### src/rtl/regfile_pkg.sv
// Shared types and constants for the integer register-file write front end.
package regfile_pkg;

    localparam int unsigned XLEN   = 64;
    localparam int unsigned REG_AW = 5;

    localparam logic [REG_AW-1:0] REG_ZERO = 5'd0;

    typedef struct packed {
        logic [REG_AW-1:0] rd;
        logic [XLEN-1:0]   data;
    } wb_entry_t;

    // Which source received the most recent write-port grant.
    typedef enum logic {
        SrcAlu = 1'b0,
        SrcMem = 1'b1
    } wb_src_e;

endpackage

### src/rtl/wb_fifo.sv
// Synchronous FIFO for load results; exposes per-entry rd/valid for hazard checks.
module wb_fifo
    import regfile_pkg::*;
#(
    parameter int unsigned DW    = 64,
    parameter int unsigned AW    = 5,
    parameter int unsigned DEPTH = 4
) (
    input  logic                       clk,
    input  logic                       rst_n,
    input  logic                       i_push,
    input  logic [AW-1:0]              i_push_rd,
    input  logic [DW-1:0]              i_push_data,
    input  logic                       i_pop,
    output logic [AW-1:0]              o_head_rd,
    output logic [DW-1:0]              o_head_data,
    output logic                       o_full,
    output logic                       o_empty,
    output logic [DEPTH-1:0][AW-1:0]   o_rd_vec,
    output logic [DEPTH-1:0]           o_vld_vec
);

    localparam int unsigned IW = $clog2(DEPTH);
    localparam int unsigned PW = IW + 1;

    logic [PW-1:0]             r_wptr;
    logic [PW-1:0]             r_rptr;
    logic [DEPTH-1:0][AW-1:0]  r_rd;
    logic [DEPTH-1:0][DW-1:0]  r_data;
    logic [DEPTH-1:0]          r_vld;
    logic [DEPTH-1:0]          w_vld_nxt;
    logic                      w_wr;
    logic                      w_rd;

    // Extra pointer MSB distinguishes full from empty when the indices match.
    assign o_full  = (r_wptr[IW] != r_rptr[IW]) && (r_wptr[IW-1:0] == r_rptr[IW-1:0]);
    assign o_empty = (r_wptr == r_rptr);

    assign w_wr = i_push && !o_full;
    assign w_rd = i_pop && !o_empty;

    assign o_head_rd   = r_rd[r_rptr[IW-1:0]];
    assign o_head_data = r_data[r_rptr[IW-1:0]];
    assign o_rd_vec    = r_rd;
    assign o_vld_vec   = r_vld;

    always_comb begin
        w_vld_nxt = r_vld;
        if (w_wr) begin
            w_vld_nxt[r_wptr[IW-1:0]] = 1'b1;
        end
        if (w_rd) begin
            w_vld_nxt[r_rptr[IW-1:0]] = 1'b0;
        end
    end

    always_ff @(posedge clk or negedge rst_n) begin
        if (!rst_n) begin
            r_wptr <= '0;
            r_rptr <= '0;
            r_vld  <= '0;
        end else begin
            r_vld <= w_vld_nxt;
            if (w_wr) begin
                r_wptr <= r_wptr + PW'(1);
            end
            if (w_rd) begin
                r_rptr <= r_rptr + PW'(1);
            end
        end
    end

    // Storage needs no reset: r_vld qualifies every read of it.
    always_ff @(posedge clk) begin
        if (w_wr) begin
            r_rd[r_wptr[IW-1:0]]   <= i_push_rd;
            r_data[r_wptr[IW-1:0]] <= i_push_data;
        end
    end

endmodule

### src/rtl/regfile_writer.sv
// Write-side front end of the integer regfile: buffers ALU and load results, arbitrates
// them round-robin onto the single write port, and reports in-flight writes to decode.
module regfile_writer #(
    parameter int unsigned XLEN   = regfile_pkg::XLEN,
    parameter int unsigned AW     = regfile_pkg::REG_AW,
    parameter int unsigned MDEPTH = 4
) (
    input  logic            clk,
    input  logic            rst_n,
    input  logic            alu_valid,
    input  logic [AW-1:0]   alu_rd,
    input  logic [XLEN-1:0] alu_data,
    output logic            alu_ready,
    input  logic            mem_valid,
    input  logic [AW-1:0]   mem_rd,
    input  logic [XLEN-1:0] mem_data,
    output logic            mem_ready,
    output logic            we,
    output logic [AW-1:0]   wa,
    output logic [XLEN-1:0] wd,
    input  logic [AW-1:0]   hz_ra,
    output logic            hz_hit
);

    localparam logic [AW-1:0] RdZero = AW'(regfile_pkg::REG_ZERO);

    logic                       r_alu_vld;
    logic [AW-1:0]              r_alu_rd;
    logic [XLEN-1:0]            r_alu_data;
    logic                       w_alu_vld_nxt;
    regfile_pkg::wb_src_e       r_last;
    regfile_pkg::wb_src_e       w_last_nxt;
    logic                       r_we;
    logic [AW-1:0]              r_wa;
    logic [XLEN-1:0]            r_wd;
    logic                       w_we_nxt;
    logic [AW-1:0]              w_wa_nxt;
    logic [XLEN-1:0]            w_wd_nxt;

    logic                       w_alu_push;
    logic                       w_mem_push;
    logic                       w_gnt_alu;
    logic                       w_gnt_mem;
    logic                       w_mem_full;
    logic                       w_mem_empty;
    logic [AW-1:0]              w_mem_head_rd;
    logic [XLEN-1:0]            w_mem_head_data;
    logic [MDEPTH-1:0][AW-1:0]  w_fifo_rd;
    logic [MDEPTH-1:0]          w_fifo_vld;
    logic                       w_fifo_hit;

    // Writes to x0 are acknowledged but never buffered.
    assign w_alu_push = alu_valid && alu_ready && (alu_rd != RdZero);
    assign w_mem_push = mem_valid && mem_ready && (mem_rd != RdZero);

    assign alu_ready = !r_alu_vld || w_gnt_alu;
    assign mem_ready = !w_mem_full;

    wb_fifo #(
        .DW    (XLEN),
        .AW    (AW),
        .DEPTH (MDEPTH)
    ) u_wb_fifo (
        .clk         (clk),
        .rst_n       (rst_n),
        .i_push      (w_mem_push),
        .i_push_rd   (mem_rd),
        .i_push_data (mem_data),
        .i_pop       (w_gnt_mem),
        .o_head_rd   (w_mem_head_rd),
        .o_head_data (w_mem_head_data),
        .o_full      (w_mem_full),
        .o_empty     (w_mem_empty),
        .o_rd_vec    (w_fifo_rd),
        .o_vld_vec   (w_fifo_vld)
    );

    // Round-robin: on contention the source that did not win last time is granted.
    always_comb begin
        w_gnt_alu  = 1'b0;
        w_gnt_mem  = 1'b0;
        w_last_nxt = r_last;
        if (r_alu_vld && (w_mem_empty || r_last == regfile_pkg::SrcMem)) begin
            w_gnt_alu  = 1'b1;
            w_last_nxt = regfile_pkg::SrcAlu;
        end else if (!w_mem_empty) begin
            w_gnt_mem  = 1'b1;
            w_last_nxt = regfile_pkg::SrcMem;
        end
    end

    always_comb begin
        w_alu_vld_nxt = r_alu_vld;
        if (w_gnt_alu) begin
            w_alu_vld_nxt = 1'b0;
        end
        if (w_alu_push) begin
            w_alu_vld_nxt = 1'b1;
        end
    end

    always_comb begin
        w_we_nxt = w_gnt_alu || w_gnt_mem;
        w_wa_nxt = r_wa;
        w_wd_nxt = r_wd;
        if (w_gnt_alu) begin
            w_wa_nxt = r_alu_rd;
            w_wd_nxt = r_alu_data;
        end else if (w_gnt_mem) begin
            w_wa_nxt = w_mem_head_rd;
            w_wd_nxt = w_mem_head_data;
        end
    end

    always_ff @(posedge clk or negedge rst_n) begin
        if (!rst_n) begin
            r_alu_vld  <= 1'b0;
            r_alu_rd   <= '0;
            r_alu_data <= '0;
            r_last     <= regfile_pkg::SrcAlu;
            r_we       <= 1'b0;
            r_wa       <= '0;
            r_wd       <= '0;
        end else begin
            r_alu_vld <= w_alu_vld_nxt;
            r_last    <= w_last_nxt;
            r_we      <= w_we_nxt;
            r_wa      <= w_wa_nxt;
            r_wd      <= w_wd_nxt;
            if (w_alu_push) begin
                r_alu_rd   <= alu_rd;
                r_alu_data <= alu_data;
            end
        end
    end

    assign we = r_we;
    assign wa = r_wa;
    assign wd = r_wd;

    always_comb begin
        w_fifo_hit = 1'b0;
        for (int unsigned i = 0; i < MDEPTH; i++) begin
            if (w_fifo_vld[i] && (w_fifo_rd[i] == hz_ra)) begin
                w_fifo_hit = 1'b1;
            end
        end
    end

    // The regfile has no write-to-read bypass, so the output register is still pending.
    assign hz_hit = (hz_ra != RdZero) &&
                    ((r_alu_vld && (r_alu_rd == hz_ra)) || w_fifo_hit || (r_we && (r_wa == hz_ra)));

endmodule
### config.mk
export PLATFORM = sky130hd
export DESIGN_NAME = regfile_writer
export DESIGN_NICKNAME = d
export VERILOG_FILES = /design/src/rtl/regfile_pkg.sv /design/src/rtl/wb_fifo.sv /design/src/rtl/regfile_writer.sv
export SDC_FILE = /design/constraint.sdc
export NUM_CORES = 1
export LEC_CHECK = 0
export CAP_MARGIN = 30
export CORE_ASPECT_RATIO = 1.1
export CORE_MARGIN = 3
export CORE_UTILIZATION = 59
export CTS_CLUSTER_DIAMETER = 30
export DETAILED_ROUTE_END_ITERATION = 10
export GPL_TIMING_DRIVEN = 0
export PLACE_DENSITY = 0.82
export SETUP_SLACK_MARGIN = 0.4
export SLEW_MARGIN = 20
export SYNTH_ARGS = -nofsm -noshare
export SYNTH_HDL_FRONTEND = slang
export SYNTH_SLANG_ARGS = --single-unit
### constraint.sdc
create_clock -name clk -period 6.8 [get_ports clk]
set_input_delay 1.02 -clock clk [delete_from_list [all_inputs] [get_ports clk]]
set_output_delay 1.02 -clock clk [all_outputs]
set_load 0.05 [all_outputs]
# After elaboration in Yosys (flattened, before gate mapping)
# Index checks and enable logic that the tools add are counted.
totals:
  ff_bits: 427
  output_inout_bits: 73
  latch_bits: 0
  elab_cells: 98
  inputBits: 147
  mem_count: 0
  ramBits: 0
  mem_bits_ro: 0
op_classes:
  bitwise_logic: 3
  n_shift: 0
  addsub: 2
  n_reduce_logical: 30
  div: 0
  eq_ne: 10
  mux: 31
  n_mul: 0
  n_lt_le_gt_ge: 4
ops:
  columns: ["operator", "count"]
  rows:
  - ["256-bit bitwise mux", 1]
  - ["64-bit 2-to-1 mux", 4]
  - ["64-bit binary-select mux with 2-bit select", 1]
  - ["64-bit demux with 2-bit select", 1]
  - ["5-bit == test", 6]
  - ["20-bit bitwise mux", 1]
  - ["5-bit 2-to-1 mux", 4]
  - ["1-bit logical AND", 17]
  - ["5-bit nonzero test", 3]
  - ["1-bit 2-to-1 mux", 13]
  - ["5-bit binary-select mux with 2-bit select", 1]
  - ["5-bit demux with 2-bit select", 1]
  - ["4-bit 2-to-1 mux", 2]
  - ["3-bit by 1-bit adder with 3-bit output (second input constant)", 2]
  - ["2-bit by 3-bit < comparator with 1-bit output (second input constant)", 2]
  - ["1-bit logical OR", 5]
  - ["4-bit AND", 1]
  - ["1-bit demux with 2-bit select", 2]
  - ["2-bit by 1-bit >= comparator with 1-bit output (second input constant)", 2]
  - ["4-bit inverter", 1]
  - ["4-bit bitwise OR", 1]
  - ["2-bit nonzero test", 2]
  - ["3-bit == test", 1]
  - ["1-bit zero test", 3]
  - ["other kinds (3)", 3]

# Longest topological paths before layout
logic_depth:
  word_depth: 9
  mapped_depth: 8
  ltp_nobuf: 5

# Hierarchy
# Synthesis repeated with hierarchy kept, for this count alone.
hier_totals:
  hier_cells: 1002
  hier_area_um2: 17237.8
modules_own_cells:
  columns: ["mod", "instances", "area_each_um2", "seq_area_each_um2", "cells_per_inst"]
  rows:
  - ["wb_fifo", 1, 10530.1, 8538.2, 414]
  - ["regfile_writer", 1, 6707.7, 3528.4, 588]

# Worst setup path before layout
# No wires, ideal clock.
synth_timing:
  path_type: "input-to-reg"
  start: "input port mem_rd[3]"
  end: "register u_wb_fifo.r_rd, in the netlist u_wb_fifo.o_rd_vec[15], enable pin"
  path_buffers: 0
  arrival_time_ps: 3192
  t_required_ps: 6363
  setup_ps: 437
  path_stages: 4
  path_slack_ps: 3171
  cell_sequence: "or4_1 -> o21ai_0 -> a21oi_1 -> and2_1"
synth_between:
  elab_chain_len: 3
synth_lines:
  columns: ["item", "line", "text"]
  rows:
  - ["start, declared", "regfile_writer.sv:15", "input logic [AW-1:0] mem_rd,"]
  - ["5-bit nonzero test", "regfile_writer.sv:54", "assign w_mem_push = mem_valid && mem_ready && (mem_rd != RdZero);"]
  - ["1-bit logical AND", "regfile_writer.sv:54", null]
  - ["1-bit logical AND", "wb_fifo.sv:39", "assign w_wr = i_push && !o_full;"]
  - ["end signal, assigned by index", "wb_fifo.sv:76", "r_rd[r_wptr[IW-1:0]] <= i_push_rd;"]
  - ["end, declared", "wb_fifo.sv:28", "logic [DEPTH-1:0][AW-1:0] r_rd;"]
# No other way between the ends.
# A chain may end at the register's enable or synchronous reset.

# Worst setup path in the final report
layout_timing:
  start: "input port hz_ra[3]"
  end: "output port hz_hit"
layout_between:
  elab_chain_len: 9
  word_cells_on_any_way: 20
  classes_between: "eq/ne (6); mux (4); reduce/logical (10)"
layout_lines:
  columns: ["item", "line", "text"]
  rows:
  - ["start, declared", "regfile_writer.sv:21", "input logic [AW-1:0] hz_ra,"]
  - ["5-bit == test", "regfile_writer.sv:144", "if (w_fifo_vld[i] && (w_fifo_rd[i] == hz_ra)) begin"]
  - ["1-bit logical AND", "regfile_writer.sv:144", null]
  - ["1-bit 2-to-1 mux (4 in a row)", "regfile_writer.sv:144", null]
  - ["1-bit logical OR (2 in a row)", "regfile_writer.sv:152", "((r_alu_vld && (r_alu_rd == hz_ra)) || w_fifo_hit || (r_we && (r_wa == hz_ra)));"]
  - ["1-bit logical AND *", "regfile_writer.sv:151", "assign hz_hit = (hz_ra != RdZero) &&"]
  - ["end, declared", "regfile_writer.sv:22", "output logic hz_hit"]
# Mark *: on every way between the ends. The rest lies on a longest branch, timed or not.

==> impl_metrics.toml <==
[outcome]
status = "completed"

[clock_tree]
cts.sink_count = 427
numCtsBuffers = 77
cts_resized = 0
cts_setup_buffers = 0
hold_buffers = 0
root_buffer = "clkbuf_16"
clockBufferDepth = 3
ctsHtreeMaxLevel = 3
cts_tree = "done"
path_clk_slew_ns = 0.05
clkLatencyLatePin_ns = 0.59

[sta]
relSlewSlack_pct = 46.7
worst_pin_slew_ns = 0.800
finalSetupTns_ns = 0
fin_crit_sh_pct = 62.3
whs_ns = 0.362
min_period_ns = 4.24
grt_setup_unrepaired = "false"
fmax_mhz = 236
skew_ns = 0.0276
setup_viol = 0
drv_slew = 0
hold_viol_final = 0

[grt]
grt_max_degree = 96
grt_util_all_layers_pct = 26.6
grt_overflow = 0
grt_pass1_vias = 10900
grt_antenna_before_repair = 7
grt_first_pass_wirelength_um = 62500

[critical_path]
rr_endpoint = "r_alu_data[54]"
startpoint_type = "input port"
arrival_ns = 3.22
critPathTopFamily = "buffers and inverters"
ff2ff_path_depth = 8
crit_chain = "clkbuf_1, xor2_1, nor4_1, nand3_1, nand4_1, o22a_1, clkdlybuf4s50_1"
cp_slowest_cell = "clkdlybuf4s50_1"
end_kind = "output pin"
critical_path_class = "in2out"
worst-path-max-fanout = 7
crit_buf_inv = 2
r2r_start = "u_wb_fifo.r_rptr[0]"
worst_path_largest_cell_delay_ns = 0.83
worstPathRequired_ns = 5.78
worst-path-stages = 7
regToRegSetupSlack_ns = 3.71

[cells_and_area]
multi_input_area_sq_mm = 0.00452
final_cells = 1656
layout_commonest_cell = "edfxtp_1"
fin_nets = 1381
finalInstanceArea_sq_mm = 0.0223
mostFrequentLayoutCells = "edfxtp_1 (276), clkdlybuf4s50_1 (213), dfrtp_1 (151)"
num-fill-cells = 1427
register_area_sq_mm = 0.0121
area_growth_pct = 32.0
drive_gt1_share_pct = 22.0

[die]
dieArea_sq_mm = 0.0306
die_w_um = 167
num_rows = 64
initial_core_util_pct = 60.3
die_y_um = 183
ios = 220
coreArea_sq_mm = 0.0279

[logic_synthesis]
synthesis.nets = 1082
ys_types = 35
synth.top_cell.area_share_pct = 49.2
synth_edf_count = 276
ys.flop_type = "edfxtp_1"
synth_area_per_cell_sq_um = 18.2
syn_inst = 927
seq_area_frac_synth_pct = 71.6
async_flop_share_pct = 35.4
synthTopCellsByArea = "edfxtp_1 (49%), dfrtp_1 (22%), mux4_2 (9.2%), mux2i_1 (4.2%), mux2_2 (3.2%)"
synthesis.area_sq_mm = 0.0169
yosys_warnings = 0
yosysTopAreaCell = "edfxtp_1"
ys_seq_elements = 427

[placement]
dp_cells = 1509
port_buffers = 214
dpl_cell_area_sq_mm = 0.0196
gp_congestion = 0.847
dp_hpwl_um = 24800

[drt]
antenna_left = 0
drtIter0Drc = 706
drt-pass1-iter-count = 5
vias = 10200
wl_per_cell_um = 24.8
remaining_drc_errors = 0
drt_wl_total_um = 41000
drt-vias-per-instance = 6.14

[min_path]
hold_path.class = "in2async"

[pwr]
ir_drop_mv = 0.444
p_per_area_mw_per_mm2 = 561
p_leak_nw = 8.01

[flow_run]
drv_cap = 0
==> per-stage QoR <==
step                utilization (%)  setup WS, ns  power (W)
detailed placement             70.1          2.70    0.00862
global route                   79.6          2.50     0.0130
global placement               69.6         -1.64    0.00845
CTS                            79.6          2.63     0.0125
finish                         79.6          2.56     0.0125
floorplan                         -          3.17    0.00714
==> how the worst max path moves through the flow <==
stage          startpoint  slack, ns                     end
2_1_floorplan   mem_rd[3]       3.17  u_wb_fifo.o_rd_vec[15]
5_1_grt          hz_ra[3]       2.50                  hz_hit
3_5_place_dp     hz_ra[3]       2.70                  hz_hit
6_report         hz_ra[3]       2.56                  hz_hit
4_1_cts          hz_ra[3]       2.63                  hz_hit
3_3_place_gp        rst_n      -1.64          r_alu_data[20]
==> state kept, by name (all words and copies together) (netlist names) <==
name and cells:
we 1, u_wb_fifo.r_rptr 3, u_wb_fifo.o_rd_vec 20, wd 64, u_wb_fifo.r_wptr 3, r_last 1, u_wb_fifo.r_data 256, r_alu_rd 5
r_alu_vld 1, wa 5, r_alu_data 64, u_wb_fifo.o_vld_vec 4
==> cell usage after synthesis, types with 9 or more instances <==
cell type  count
a21oi_1       71
xnor2_1        9
mux2i_1       70
buf_2         21
mux2_1        20
o22ai_1       69
clkbuf_1      29
dfrtp_1      151
edfxtp_1     276
xor2_1        28
mux4_2        69
mux2_2        48
==> layer usage <==
layer / vias up / global-route usage (%) / share of wire, %
li1: 4316 / - / -
met1: 5264 / 34.6 / 39
met2: 487 / 44.7 / 51
met3: 96 / 5.86 / 6.9
met4: 6 / 10.2 / 3.1
met5: - / 0 / 0.10
==> where the power goes <==
group          total (W)  switching [W]  internal, W
clock network    0.00381        0.00139      0.00242
registers        0.00402       0.000382      0.00364
logic            0.00465        0.00283      0.00182
==> logic make-up after synthesis <==
group / count (synthesis) / synth area share [%]
xor+xnor: 37 / 1.92
buf+inv: 63 / 1.67
simple gates: 34 / 1.08
mux: 207 / 17.9
compound gates: 151 / 5.23
flops: 427 / 71.6
fa+ha+maj: 8 / 0.594
==> layout make-up <==
cell class              instances  share of cell area (%)
clock inverters                52                    2.85
multi-input cells             437                    20.3
plain buffers                  57                    1.16
well taps                     363                    2.04
diodes                          4                  0.0450
repair buffers                220                    10.2
flip-flops and latches        427                    54.2
inverters                       6                   0.101
clock buffers                  90                    9.06
No activity file was read; power rests on OpenSTA's default activity.
